<file path="src/rtl/stream_mux_pkg.sv">
// Shared constants and helpers for the round-robin stream multiplexer.
package stream_mux_pkg;

    // Selection mode encoding for the mode input
    localparam logic MODE_RR    = 1'b0;
    localparam logic MODE_FIXED = 1'b1;

    // Channel index after idx, wrapping from n-1 back to 0
    function automatic int unsigned wrap_inc(input int unsigned idx, input int unsigned n);
        return (idx + 1 >= n) ? 0 : idx + 1;
    endfunction

endpackage

</file>
<file path="src/rtl/stream_mux_rr_arbiter.sv">
// Combinational round-robin arbiter: grants the first requester found when
// searching upward from ptr, wrapping modulo N_CH.
module rr_arbiter #(
    parameter  int N_CH  = 4,
    localparam int SEL_W = $clog2(N_CH)
) (
    input  logic [N_CH-1:0]  req,
    input  logic [SEL_W-1:0] ptr,
    output logic [N_CH-1:0]  gnt_onehot,
    output logic [SEL_W-1:0] gnt_idx,
    output logic             gnt_any
);

    // Channel index visited at each search offset, and whether it requests
    logic [SEL_W-1:0] cand_idx [N_CH];
    logic [N_CH-1:0]  cand_req;

    // ptr is always below N_CH, so ptr+offset needs at most one wrap correction
    for (genvar gi = 0; gi < N_CH; gi++) begin : g_cand
        logic [SEL_W:0] sum;
        assign sum          = {1'b0, ptr} + (SEL_W+1)'(gi);
        assign cand_idx[gi] = (sum >= (SEL_W+1)'(N_CH)) ? SEL_W'(sum - (SEL_W+1)'(N_CH))
                                                         : SEL_W'(sum);
        assign cand_req[gi] = req[cand_idx[gi]];
    end

    // Pick the lowest search offset with a request; walking downward lets it win last
    always_comb begin
        gnt_any    = 1'b0;
        gnt_idx    = '0;
        gnt_onehot = '0;
        for (int k = N_CH - 1; k >= 0; k--) begin
            if (cand_req[k]) begin
                gnt_any = 1'b1;
                gnt_idx = cand_idx[k];
            end
        end
        if (gnt_any) begin
            gnt_onehot[gnt_idx] = 1'b1;
        end
    end

endmodule

</file>
<file path="src/rtl/stream_mux_rr.sv">
// N-to-1 streaming multiplexer with valid/ready on every port, a registered
// output stage, and either round-robin or fixed software channel selection.
module stream_mux_rr
    import stream_mux_pkg::*;
#(
    parameter  int N_CH   = 4,
    parameter  int DATA_W = 8,
    localparam int SEL_W  = $clog2(N_CH)
) (
    input  logic                   clk,
    input  logic                   rst,
    input  logic [N_CH-1:0]        in_valid,
    input  logic [N_CH*DATA_W-1:0] in_data,
    output logic [N_CH-1:0]        in_ready,
    input  logic                   mode,
    input  logic [SEL_W-1:0]       sel,
    output logic                   out_valid,
    output logic [DATA_W-1:0]      out_data,
    output logic [SEL_W-1:0]       out_sel,
    input  logic                   out_ready
);

    logic              out_valid_reg;
    logic [DATA_W-1:0] out_data_reg;
    logic [SEL_W-1:0]  out_sel_reg;
    logic [SEL_W-1:0]  rr_ptr_reg;

    logic [N_CH-1:0]   arb_onehot;
    logic [SEL_W-1:0]  arb_idx;
    logic              arb_any;

    logic [N_CH-1:0]   fixed_onehot;

    logic              load_en;
    logic [N_CH-1:0]   gnt_onehot;
    logic [SEL_W-1:0]  gnt_idx;
    logic              gnt_any;
    logic [DATA_W-1:0] gnt_data;
    logic              in_xfer;
    logic [SEL_W-1:0]  rr_ptr_next;

    // The output register can accept a beat when empty or being drained this cycle
    assign load_en = !out_valid_reg || out_ready;

    rr_arbiter #(
        .N_CH (N_CH)
    ) u_arb (
        .req        (in_valid),
        .ptr        (rr_ptr_reg),
        .gnt_onehot (arb_onehot),
        .gnt_idx    (arb_idx),
        .gnt_any    (arb_any)
    );

    // Fixed select only matches in-range channels, so an out-of-range sel grants nothing
    for (genvar gi = 0; gi < N_CH; gi++) begin : g_fixed
        assign fixed_onehot[gi] = (sel == SEL_W'(gi)) && in_valid[gi];
    end

    // Choose the grant source by mode and gate it into the per-channel ready
    always_comb begin
        if (mode == MODE_FIXED) begin
            gnt_onehot = fixed_onehot;
            gnt_idx    = sel;
            gnt_any    = |fixed_onehot;
        end else begin
            gnt_onehot = arb_onehot;
            gnt_idx    = arb_idx;
            gnt_any    = arb_any;
        end
        in_ready = (rst || !load_en) ? '0 : gnt_onehot;
        in_xfer  = !rst && load_en && gnt_any;
    end

    // AND-OR data select keyed on the one-hot grant; never reads past the bus
    always_comb begin
        gnt_data = '0;
        for (int k = 0; k < N_CH; k++) begin
            if (gnt_onehot[k]) begin
                gnt_data = gnt_data | in_data[k*DATA_W +: DATA_W];
            end
        end
    end

    assign rr_ptr_next = SEL_W'(wrap_inc(32'(gnt_idx), N_CH));

    // Output register and round-robin pointer; refill takes priority over drain
    always_ff @(posedge clk) begin
        if (rst) begin
            out_valid_reg <= 1'b0;
            out_data_reg  <= '0;
            out_sel_reg   <= '0;
            rr_ptr_reg    <= '0;
        end else begin
            if (in_xfer) begin
                out_valid_reg <= 1'b1;
                out_data_reg  <= gnt_data;
                out_sel_reg   <= gnt_idx;
                if (mode == MODE_RR) begin
                    rr_ptr_reg <= rr_ptr_next;
                end
            end else if (out_ready) begin
                out_valid_reg <= 1'b0;
            end
        end
    end

    assign out_valid = out_valid_reg;
    assign out_data  = out_data_reg;
    assign out_sel   = out_sel_reg;

endmodule

</file>
<file path="config.mk">
export PLATFORM = sky130hd
export DESIGN_NAME = stream_mux_rr
export DESIGN_NICKNAME = d
export VERILOG_FILES = /design/src/rtl/stream_mux_pkg.sv /design/src/rtl/stream_mux_rr_arbiter.sv /design/src/rtl/stream_mux_rr.sv
export SDC_FILE = /design/constraint.sdc
export NUM_CORES = 1
export LEC_CHECK = 0
export BUFFER_PORTS_ARGS = -buffer_cell sky130_fd_sc_hd__buf_2
export CORE_MARGIN = 2
export CORE_UTILIZATION = 30
export DETAILED_ROUTE_END_ITERATION = 8
export GPL_TIMING_DRIVEN = 0
export PLACE_DENSITY = 0.66
export SYNTH_ARGS = -nofsm -noshare
export SYNTH_HDL_FRONTEND = slang
export SYNTH_HIERARCHICAL = 1
export SYNTH_SLANG_ARGS = --single-unit
</file>
<file path="constraint.sdc">
create_clock -name clk -period 3.1 [get_ports clk]
set_input_delay 0.62 -clock clk [delete_from_list [all_inputs] [get_ports clk]]
set_output_delay 0.62 -clock clk [all_outputs]
set_load 0.01 [all_outputs]
</file>
# == Word level (Yosys, flattened, before mapping) ==
# Index checks and enable logic that the tools add are counted.
# word_totals
out_inout_bits,15
input_bits,42
memories,0
latchBits,0
ramBits,0
mem_bits_ro,0
ff_bits,13
# op_classes
eq_ne,3
mul,0
shift,0
n_div,0
n_addsub,8
reduce_logical,16
muxes,34
bitwise_logic,4
n_lt_le_gt_ge,11
# ops
cell,count
two-way mux 8 bit,4
bitwise OR 8 bit,3
two-way mux 2 bit,10
"less-than comparator 2 x 3 -> 1 bit, second input constant",5
"greater-or-equal comparator 3 bit, second input constant",4
two-way mux 1 bit,12
two-way mux 4 bit,3
binary-select mux 1 bit (select 2 bit),4
"subtractor 2 x 1 -> 2 bit, second input constant",4
logical AND 1 bit,7
"adder 2 x 1 -> 3 bit, second input constant",2
"adder 2 x 2 -> 3 bit, second input constant",2
"equality test 2 bit, second input constant",2
OR reduction 4 bit,1
"greater-or-equal comparator 2 x 3 -> 1 bit, second input constant",1
logical NOT 1 bit,3
demux 1 bit (select 2 bit),1
"equality test 2 x 1 -> 1 bit, second input constant",1
"greater-or-equal comparator 2 x 1 -> 1 bit, second input constant",1
logical NOT 2 bit,1
logical OR 1 bit,2
AND reduction 2 bit,1
nonzero test 2 bit,1
inverter 1 bit,1

# == Logic depth before layout (Yosys ltp) ==
# Gate-level depths: netlist of run 1.
# logic_depth
ltp_word,22
mapped_depth,8
ltp_nobuf,7

# == By module ==
# The synthesis of run 1 kept the hierarchy.
# by_module_without_submodules
mod,cells_each,instances,seq_area_each_um2,area_per_inst_um2
stream_mux_rr,90,1,260.2,885.8
rr_arbiter,33,1,0.0,211.5

# == Worst setup path before layout of run 1 ==
# No wires, ideal clock.
# synth_timing
path_kind,input-to-output
from,input in_valid[1]
to,output in_ready[0]
t_required_ns,2.480
stages,7
n_path_buf,1
setup_slack_ns,0.827
t_arrival_ns,1.653
cell_sequence,buf_4 > o2bb2ai_1 > a22o_1 > and2_1 > inv_1 > o32ai_2 > nor2b_1
# synth_via
elab_chain_len,13
elab_cells_between_ends,24
classes_between,order compare (2); mux (21); reduce/logical (1)
# synth_lines
element,line_no,text
"start, declared",stream_mux_rr.sv:12,"input logic [N_CH-1:0] in_valid,"
binary-select mux 1 bit (select 2 bit),stream_mux_rr_arbiter.sv:24,assign cand_req[gi] = req[cand_idx[gi]];
two-way mux 1 bit (implied by the code),stream_mux_rr_arbiter.sv:24,
two-way mux 2 bit (4 in series),stream_mux_rr_arbiter.sv:33,if (cand_req[k]) begin
less-than comparator 2 x 3 -> 1 bit (implied by the code) or greater-or-equal comparator 2 x 1 -> 1 bit (tied branches),stream_mux_rr_arbiter.sv:39,gnt_onehot[gnt_idx] = 1'b1;
logical AND 1 bit (implied by the code),stream_mux_rr_arbiter.sv:39,
two-way mux 1 bit (implied by the code),stream_mux_rr_arbiter.sv:39,
demux 1 bit (select 2 bit),n/a,
two-way mux 4 bit *,stream_mux_rr_arbiter.sv:38,if (gnt_any) begin
named net arb_onehot[0],stream_mux_rr.sv:28,logic [N_CH-1:0] arb_onehot;
two-way mux 4 bit *,stream_mux_rr.sv:62,if (mode == MODE_FIXED) begin
two-way mux 4 bit *,stream_mux_rr.sv:71,in_ready = (rst || !load_en) ? '0 : gnt_onehot;
"end, declared",stream_mux_rr.sv:14,"output logic [N_CH-1:0] in_ready,"
# Mark *: on every way through the listed nets, which the timed path passes. The rest lies on a longest branch. The select of a mux whose other input is x is not followed.

# == Worst setup path after layout of run 1 ==
# layout_timing
from,input in_valid[2]
to,output in_ready[0]
# Same word-level chain as after synthesis.

==> out/results.ini, run 1 <==
[setup_path]
worst_path_largest_cell_delay_ns = 0.37
rrSetupSlack_ns = 1.30
crit_slowest_cell = o32ai_2
start_kind = input port
reg2reg_to = out_data[6]$_SDFFE_PP0P_
rr_worst_depth = 7
path_class = in2out
crit_arrival_ns = 2.04
crit_chain = buf_2 > buf_6 > o2bb2ai_1 > a22o_1 > and2_1 > inv_1 > o32ai_2 > nor2b_1 > buf_2
crit_fanout = 10
cp-end-kind = output port
cp_common_cell = buf_2
cp.required_ns = 2.48
crit_start = in_valid[2]
timing.rr.start = rr_ptr_reg[0]$_SDFFE_PP0P_

[yosys]
synth_ff_type = dfxtp_1
synth_compound_area_share_pct = 49.3
syn_area_um2 = 1100
synth-adder-area-share_pct = 0
synth_top_family_by_area = compound AO/OA/AOI/OAI gates
ys_seq_area_share_pct = 23.7
synth_area_per_cell_um2 = 8.92
synth_seq_cells = 13
synth-xor-area-share_pct = 0.798
yosysUniqueCellTypes = 36
synth_edf_count = 0
async_flop_share_pct = 0
syn-instance-count = 123
synth_nets = 165
muxShareOfSynthArea_pct = 2.74
synthSimpleGateAreaFrac_pct = 12.9
yosysWarningCount = 6

[finish]
final_cell_mix = buf_2, a22oi_1, a21oi_1
postLayoutCellArea_um2 = 1450
layout_commonest_cell = buf_2
largest_reg_flops = 8
nFillCells = 375
ff_latch_area_um2 = 260
drive_gt1_share_pct = 45.9
antennaDiodeCount = 0
nNetsFinal = 224
multi_input_area_um2 = 721
area_growth_pct = 32.3
final_util_pct = 42.5
fin_cells = 227

[place]
hpwl_um = 2440
portBuffers = 54
dp_cells = 223
place_area_um2 = 1430
dp_slack_ns = 0.444
routabilityCongestion = 0.836

[sta]
hold_slack_ns = 0.518
max_freq_mhz = 376
setup_viol = 0
rsz0062_at_grt = false
period_share_pct = 85.8
skew_ns = 0.00677
fin_tns_setup_ns = 0
drv_slew = 0
post-route-min-period_ns = 2.66
worstMarginPinSlew_ns = 0.718
setup_slack_ns = 0.439
hold_viol_final = 0
maxSlewHeadroom_pct = 52.2

[global_routing]
grtUsageTotal_pct = 14.6
grt_util_met2_pct = 24.6
busiest_layer = met2
grt_max_degree = 11
grt_util_met3_pct = 3.30
antenna_found_initial = 0
grt_first_pass_wirelength_um = 4850
gr-usage-met1_pct = 19.7
grt_pass1_vias = 1020
grt_overflow_total = 0

[detailed_routing]
dr.pass1.iters = 4
ant_nets = 0
wl_per_cell_um = 13.9
vias = 1185
vias_per_cell = 5.22
wl_um = 3170
drc = 0
drt_iter0_drc = 53

[die]
die_h_um = 64.5
ios = 57
dieWidth_um = 64.5
num_rows = 21
core_area_um2 = 3420
dieArea_um2 = 4160
start_util_pct = 32.1

[hold_path]
min-delay-start = out_sel[1]$_SDFFE_PP0P_
min_to = out_sel[1]$_SDFFE_PP0P_
hold_class = reg2reg
whs_path_depth = 2

[clocking]
cts_resized = 0
cts.htree.levels = 1
clock_latency_ns = 0.27
cts-root-buf = clkbuf_4
clkTransAtPathRegs_ns = 0.07
holdBufCountCts = 0
cts_setup_buffers = 0
clockBufferDepth = 2
cts_buffers = 3
cts_num_sinks = 13
cts_tree = built

[power]
fin_total_pwr_mw = 0.486
leakage_nw = 0.614
vdd.ir_drop.worst_mv = 0.195
power_density_nw_per_um2 = 335

[run_status]
outcome = completed

[run]
max_cap_violations = 0

-- how the worst max path moves through the flow --
| stage | to | slack (ns) | cells after the start |
|---|---|---|---|
| after global placement | in_ready[0] | 0.44 | 9 |
| after CTS | in_ready[0] | 0.45 | 9 |
| after floorplan | in_ready[0] | 0.83 | 7 |
| after detailed placement | in_ready[0] | 0.44 | 9 |
| after global routing | in_ready[0] | 0.32 | 9 |
| final | in_ready[0] | 0.44 | 9 |
-- report_power, final --
part           internal, mW  switching (mW)  total [mW]
Clock                0.0498          0.0531       0.103
Combinational        0.0894           0.103       0.192
Sequential            0.182         0.00834       0.190
Total                 0.321           0.164       0.486
-- area by class of cell --
type	count	share of cell area [%]
multi-input cells	94	49.7
repair buffers	54	18.6
flip-flops and latches	13	17.9
plain buffers	10	6.47
well taps	46	3.97
clock buffers	4	1.81
inverters	6	1.55
-- cells in the mapped netlist, types with 2 or more instances --
| cell type | n | area [µm²] |
|---|---|---|
| inv_1 | 5 | 18.8 |
| a22oi_1 | 16 | 120 |
| buf_4 | 3 | 22.5 |
| o221a_2 | 2 | 22.5 |
| nand2b_1 | 3 | 18.8 |
| o21ai_1 | 2 | 10.0 |
| mux2i_1 | 3 | 30.0 |
| nand2_1 | 6 | 22.5 |
| a31oi_1 | 3 | 18.8 |
| a311oi_1 | 4 | 35.0 |
| dfxtp_1 | 13 | 260 |
| a311oi_2 | 6 | 90.1 |
| a21oi_1 | 15 | 75.1 |
| nor2b_1 | 7 | 43.8 |
| o2bb2ai_2 | 3 | 45.0 |
| nor3_1 | 2 | 10.0 |
| nor2_1 | 5 | 18.8 |
| o21ai_0 | 2 | 10.0 |
| buf_6 | 6 | 67.6 |
-- worst max-delay path: cells and delay by family --
kind,cells,cell delay [ns]
AO/OA/AOI/OAI,3,0.65
buffers and inverters,4,0.45
AND/OR/NAND/NOR,2,0.32
-- per-layer routing --
metal / up-vias / share of wire [%] / routed length (µm)
met5: - / 0 / 0
met4: 0 / 0 / 0
met3: 0 / 4.7 / 148
met2: 35 / 49 / 1560
met1: 548 / 46 / 1460
li1: 602 / - / -
-- cell families (layout without fill, tap and decap cells) --
logic type	after synthesis	after routing
buffers and inverters	16	74
AO/OA/AOI/OAI	63	63
AND/OR/NAND/NOR	27	27
multiplexers	3	3
flip-flops	13	13
XOR/XNOR	1	1
(Power assumes the default switching activity.)
==> inputs of run 2 (changes only) <==
CORE_MARGIN = unset   (was 2)
==> out/results.ini, run 2 (same netlist as run 1, synthesis figures left out) <==
[run_status]
outcome = completed

[setup_path]
path_class = in2out
cp-end-kind = output port
crit_slowest_cell = o32ai_2
cp.required_ns = 2.48  ; about the same
rrSetupSlack_ns = 1.32  ; +0.02 ns
rr_worst_depth = 7  ; unchanged
crit_chain = buf_2 > buf_6 > o2bb2ai_1 > a22o_1 > and2_1 > inv_1 > o32ai_2 > nor2b_1 > buf_2
timing.rr.start = rr_ptr_reg[0]$_SDFFE_PP0P_
crit_family = compound AO/OA/AOI/OAI gates
cp_num_buf_inv = 4  ; unchanged
setup.worst_path.end = in_ready[0]
crit_cells = 9  ; unchanged
crit_arrival_ns = 1.99  ; -0.05 ns
worst_path_largest_cell_delay_ns = 0.34  ; -0.03 ns
reg2reg_to = out_data[5]$_SDFFE_PP0P_
crit_fanout = 10  ; unchanged
cp_common_cell = buf_2
start_kind = input port
crit_start = in_valid[2]

[clocking]
cts_setup_buffers = 0  ; unchanged
clkTransAtPathRegs_ns = 0.07  ; about the same
holdBufCountCts = 0  ; unchanged
cts.htree.levels = 1  ; unchanged
cts_tree = built
cts-root-buf = clkbuf_4
cts_num_sinks = 13  ; unchanged
cts_resized = 0  ; unchanged
clockBufferDepth = 2  ; unchanged
clock_latency_ns = 0.27  ; about the same
cts_buffers = 3  ; unchanged

[place]
routabilityCongestion = 0.848  ; +1.4%
portBuffers = 54  ; unchanged
hpwl_um = 2460  ; +1.1%
dp_cells = 223  ; unchanged

[sta]
maxSlewHeadroom_pct = 56.6  ; +4.4 points
fin_tns_setup_ns = 0  ; unchanged
setup_viol = 0  ; unchanged
max_freq_mhz = 383  ; +2.0%
drv_slew = 0  ; unchanged
hold_viol_final = 0  ; unchanged
skew_ns = 0.00389  ; -0.00289 ns
period_share_pct = 84.1  ; -1.7 points
rsz0062_at_grt = false
worstMarginPinSlew_ns = 0.651  ; -0.0662 ns
post-route-min-period_ns = 2.61  ; -0.0532 ns

[finish]
nNetsFinal = 224  ; unchanged
drive_gt1_share_pct = 45.9  ; unchanged
largest_reg_flops = 8  ; unchanged
layout_commonest_cell = buf_2
final_util_pct = 42.5  ; unchanged
final_cell_mix = buf_2, a22oi_1, a21oi_1
antennaDiodeCount = 0  ; unchanged
nFillCells = 375  ; unchanged
fin_cells = 227  ; unchanged
area_growth_pct = 32.3  ; unchanged

[die]
ios = 57  ; unchanged
dieArea_um2 = 3900  ; -6.1%
die_h_um = 62.5  ; -3.1%
start_util_pct = 32.1  ; unchanged
num_rows = 21  ; unchanged
dieWidth_um = 62.5  ; -3.1%
core_area_um2 = 3420  ; unchanged

[detailed_routing]
ant_nets = 0  ; unchanged
dr.pass1.iters = 4  ; unchanged
vias = 1222  ; +3.1%
wl_per_cell_um = 13.8  ; -0.95%
vias_per_cell = 5.38  ; +3.1%
drc = 0  ; unchanged
wl_um = 3140  ; -0.95%
drt_iter0_drc = 41  ; -23%

[power]
comb_power_share_pct = 39.4  ; -0.2 points
leakage_nw = 0.614  ; unchanged
clockPowerShare_pct = 21.4  ; +0.2 points
vdd.ir_drop.worst_mv = 0.160  ; -18%
power_density_nw_per_um2 = 335  ; about the same
p_int_mw = 0.321  ; about the same
power.share.sequential_pct = 39.2  ; about the same
p_sw_share_pct = 33.9  ; +0.041 points
p_sw_mw = 0.165  ; +0.19%

[global_routing]
grt_pass1_vias = 1062  ; +4.1%
grtUsageTotal_pct = 16.1  ; +1.5 points
grt_first_pass_wirelength_um = 5110  ; +5.3%
grt_overflow_total = 0  ; unchanged
grt_max_degree = 11  ; unchanged
antenna_found_initial = 0  ; unchanged

[hold_path]
hold_class = reg2reg
whs_path_depth = 2  ; unchanged

[run]
max_cap_violations = 0  ; unchanged

[run 2: cell counts in the layout (fill, tap and decap cells not counted)]
No cell type changed its count.
[run 2: tightest hold or removal path, cell delays in order, from the launching register on]
cell	delay [ns]
dfxtp_1	0.31
a21oi_1	0.11
a311oi_1	0.05
[run 2: cell type report]
class,instances,area (µm²),share of cell area [%]
multi-input cells,94,721,49.7
repair buffers,54,270,18.6
flip-flops and latches,13,260,17.9
plain buffers,10,93.8,6.47
well taps,46,57.6,3.97
clock buffers,4,26.3,1.81
inverters,6,22.5,1.55
[run 2: how the worst min path moves through the flow]
stage / to / start / slack (ns)
floorplan: out_data[2]$_SDFFE_PP0P_ / out_data[2]$_SDFFE_PP0P_ / 0.53
global placement: out_sel[1]$_SDFFE_PP0P_ / out_sel[1]$_SDFFE_PP0P_ / 0.51
detailed placement: out_data[2]$_SDFFE_PP0P_ / out_data[2]$_SDFFE_PP0P_ / 0.51
CTS: out_data[2]$_SDFFE_PP0P_ / out_data[2]$_SDFFE_PP0P_ / 0.52
global route: out_data[2]$_SDFFE_PP0P_ / out_data[2]$_SDFFE_PP0P_ / 0.57
finish: out_data[2]$_SDFFE_PP0P_ / out_data[2]$_SDFFE_PP0P_ / 0.52
[run 2: power by group through the flow]
stage          clock network, mW  logic (mW)  registers, mW
2_1_floorplan                  0       0.119          0.200
5_1_grt                    0.119       0.209          0.193
4_1_cts                    0.107       0.193          0.191
6_report                   0.104       0.192          0.190
3_5_place_dp                   0       0.192          0.194
3_3_place_gp                   0       0.192          0.194
[run 2: layer usage]
layer  vias to the layer above  wire [µm]  GRT usage [%]
met5                         -          0              0
met4                         0         76           6.10
met3                        10        153           3.47
met2                        43       1540           25.7
met1                       567       1370           21.1
li1                        602          -              -
[run 2: per-stage QoR]
step                      instance area (µm²)  hold slack (ns)  setup WS [ns]  total power [mW]
after global placement                   1430            0.506          0.470             0.386
after floorplan                          1100            0.527          0.827             0.319
after detailed placement                 1430            0.513          0.467             0.387
after CTS                                1450            0.522          0.468             0.491
final                                    1450            0.516          0.492             0.486
after global routing                     1450            0.567          0.363             0.521
==> inputs of run 3 (changes only) <==
ABC_AREA = 1   (was unset)
clock period = 2.3 ns   (was 3.1 ns; I/O delays follow)
==> out/results.ini, run 3 <==
[power]
comb_power_share_pct = 52.6  ; +13 points
vdd.ir_drop.worst_mv = 0.163  ; +2.4%
p_sw_mw = 0.403  ; +140%
leakage_nw = 1.14  ; +85%
p_sw_share_pct = 40.4  ; +6.5 points
p_int_mw = 0.593  ; +85%
clockPowerShare_pct = 20.6  ; -0.8 points
power.share.sequential_pct = 26.8  ; -12 points
fin_total_pwr_mw = 0.995  ; +100%
power_density_nw_per_um2 = 519  ; +55%

[place]
dp_cells = 351  ; +57%
portBuffers = 56  ; +3.7%
routabilityCongestion = 0.873  ; +2.9%
hpwl_um = 2830  ; +15%
place_area_um2 = 1620  ; +14%
dp_slack_ns = -0.239  ; -0.706 ns

[sta]
max_freq_mhz = 419
period_share_pct = 104
worstMarginPinSlew_ns = 0.426  ; -0.226 ns
hold_slack_ns = 0.399  ; -0.118 ns
drv_slew = 0  ; unchanged
setup_slack_ns = -0.0851  ; -0.577 ns
post-route-min-period_ns = 2.39
rsz0062_at_grt = true
fin_tns_setup_ns = -0.237  ; -0.237 ns
hold_viol_final = 0  ; unchanged
setup_viol = 4  ; +4
skew_ns = 0.00171  ; -0.00218 ns
maxSlewHeadroom_pct = 71.6  ; +15 points

[yosys]
synth_common_cells = nand2_1, inv_1, nand3_1
synth_area_per_cell_um2 = 5.23  ; -41%
synth_edf_count = 0  ; unchanged
ys_seq_area_share_pct = 20.3  ; -3.4 points
yosys.cell_count.top_type = nand2_1
synth_seq_cells = 13  ; unchanged
yosys.area.top_type_share_pct = 25.5  ; +1.8 points
syn-instance-count = 245  ; +99%
yosys-top-cells-area = nand2_1, dfxtp_1, nand3_1, inv_1, nor2_1
syn_area_um2 = 1280  ; +17%
yosysUniqueCellTypes = 24  ; -33%
async_flop_share_pct = 0  ; unchanged
synth_nets = 287  ; +74%
yosysWarningCount = 6  ; unchanged
synth_ff_type = dfxtp_1
yosysTopAreaCell = nand2_1

[die]
ios = 57  ; unchanged
start_util_pct = 31.6  ; -0.55 points
dieWidth_um = 67.4  ; +7.8%
num_rows = 23  ; +9.5%
die_h_um = 67.4  ; +7.8%
core_area_um2 = 4060  ; +19%
dieArea_um2 = 4540  ; +16%

[setup_path]
crit_family = simple AND/OR/NAND/NOR gates
crit_cells = 14  ; +5
crit_fanout = 6  ; -4
path_class = reg2out
setup.worst_path.end = in_ready[1]
rrSetupSlack_ns = 0.22  ; -1.10 ns
crit_start = rr_ptr_reg[0]$_SDFFE_PP0P_
cp_common_cell = nand2_2
crit_chain = buf_8 > nand2_2 > o21ai_4 > nand2_4 > nand3_4 > nand2_2 > nand2_2 > nand2_2 > nand2_1 > inv_1 > or2_4 > nand2_2 > nor2_2 > buf_2
worst_path_largest_cell_delay_ns = 0.40  ; +0.06 ns
rr_worst_depth = 18  ; +11
timing.rr.start = rr_ptr_reg[0]$_SDFFE_PP0P_
start_kind = register
cp.required_ns = 1.84  ; -0.64 ns
cp-end-kind = output port
crit_arrival_ns = 1.93  ; -0.06 ns
reg2reg_to = out_data[3]$_SDFFE_PP0P_
crit_slowest_cell = dfxtp_4
cp_num_buf_inv = 3  ; -1

[finish]
nNetsFinal = 355  ; +58%
final_cell_mix = nand2_1, buf_2, inv_1
postLayoutCellArea_um2 = 1920  ; +32%
area_growth_pct = 49.6
ff_latch_area_um2 = 268  ; +2.9%
fin_cells = 362  ; +59%
drive_gt1_share_pct = 38.8  ; -7.1 points
final_util_pct = 47.2  ; +4.7 points
antennaDiodeCount = 0  ; unchanged
nFillCells = 438  ; +17%
largest_reg_flops = 8  ; unchanged
layout_commonest_cell = nand2_1
multi_input_area_um2 = 986  ; +37%

[detailed_routing]
vias = 1631  ; +33%
vias_per_cell = 4.51  ; -16%
drc = 0  ; unchanged
wl_per_cell_um = 11.1  ; -20%
dr.pass1.iters = 4  ; unchanged
drt_iter0_drc = 97  ; +140%
ant_nets = 0  ; unchanged
wl_um = 4010  ; +28%

[global_routing]
grt_overflow_total = 0  ; unchanged
antenna_found_initial = 0  ; unchanged
grt_pass1_vias = 1366  ; +29%
grtUsageTotal_pct = 16.7  ; +0.55 points
grt_first_pass_wirelength_um = 5710  ; +12%
grt_max_degree = 11  ; unchanged

[clocking]
cts_buffers = 3  ; unchanged
clockBufferDepth = 2  ; unchanged
clock_latency_ns = 0.24  ; -0.03 ns
holdBufCountCts = 0  ; unchanged
cts-root-buf = clkbuf_8
cts.htree.levels = 1  ; unchanged
cts_num_sinks = 13  ; unchanged
clkTransAtPathRegs_ns = 0.05  ; -0.02 ns
cts_tree = built

[run_status]
violations = negative setup slack
outcome = finished with violations

[hold_path]
hold_class = in2reg

[run]
max_cap_violations = 0  ; unchanged

run 3: cell types whose count changed after synthesis, moves of 4 or more:
cell      change
a22oi_1      -16
nor2_1       +27
nand3_1      +36
nand2_1      +81
a311oi_1      -4
inv_1        +35
nand2_2       +5
a21oi_1      -10
buf_6         -4
nor2b_1       -7
a311oi_2      -6
run 3: power by group through the flow:
stage | sequential [mW] | clock [mW] | combinational [mW]
after floorplan | 0.277 | 0 | 0.280
after global placement | 0.267 | 0 | 0.407
after detailed placement | 0.268 | 0 | 0.410
after CTS | 0.265 | 0.211 | 0.463
after global routing | 0.271 | 0.221 | 0.585
final | 0.267 | 0.205 | 0.524
run 3: metal layers:
layer  up-vias  GRT usage (%)  wire [µm]
li1        878              -          -
met1       708           21.4       1790
met2        39           27.6       1990
met3         6           1.86        163
met4         0           7.71         68
met5         -              0          0
run 3: timing repair:
item | CTS | global route
cloned | 1 | 0
resized for setup | 26 | 29
pin swaps | 12 | 15
setup buffers | 7 | 2
setup endpoints to repair | 4 | 4
run 3: worst min-delay path by stage:
| stage | to | cells after the start | slack (ns) | startpoint |
|---|---|---|---|---|
| 6_report | rr_ptr_reg[0]$_SDFFE_PP0P_ | 2 | 0.40 | rst |
| 4_1_cts | rr_ptr_reg[0]$_SDFFE_PP0P_ | 2 | 0.39 | rst |
| 3_3_place_gp | out_sel[1]$_SDFFE_PP0P_ | 2 | 0.49 | out_sel[1]$_SDFFE_PP0P_ |
| 5_1_grt | rr_ptr_reg[0]$_SDFFE_PP0P_ | 2 | 0.41 | rst |
| 3_5_place_dp | out_sel[1]$_SDFFE_PP0P_ | 2 | 0.48 | out_sel[1]$_SDFFE_PP0P_ |
| 2_1_floorplan | out_sel[1]$_SDFFE_PP0P_ | 2 | 0.52 | out_sel[1]$_SDFFE_PP0P_ |
run 3: worst register-to-register path, stage by stage (launching register included):
cell	delay [ns]
dfxtp_4	0.40
inv_2	0.08
nand2_1	0.12
nand3_2	0.12
nand2_4	0.08
nand3_4	0.10
nand2_2	0.09
nand2_2	0.08
buf_4	0.13
nand3_1	0.06
nor2_1	0.04
nand2_1	0.09
nand2_1	0.21
nand2_1	0.12
nand2_1	0.05
inv_1	0.04
nand2_1	0.06
nor2_1	0.08
nor2_1	0.04
run 3: kinds of logic (layout without fill, tap and decap cells):
kind of cell,after synthesis,count (layout),synth area share [%]
AND/OR/NAND/NOR,169,169,56.4
buffers and inverters,49,116,16.1
AO/OA/AOI/OAI,13,13,6.45
flip-flops,13,13,20.3
XOR/XNOR,1,1,0.684
run 3: cell type report:
| type | count | area share (%) |
|---|---|---|
| multi-input combinational | 183 | 51.4 |
| timing repair buffer | 66 | 18.7 |
| sequential | 13 | 14.0 |
| inverter | 41 | 8.03 |
| tap | 50 | 3.26 |
| clock buffer | 4 | 2.35 |
| buffer | 5 | 2.22 |
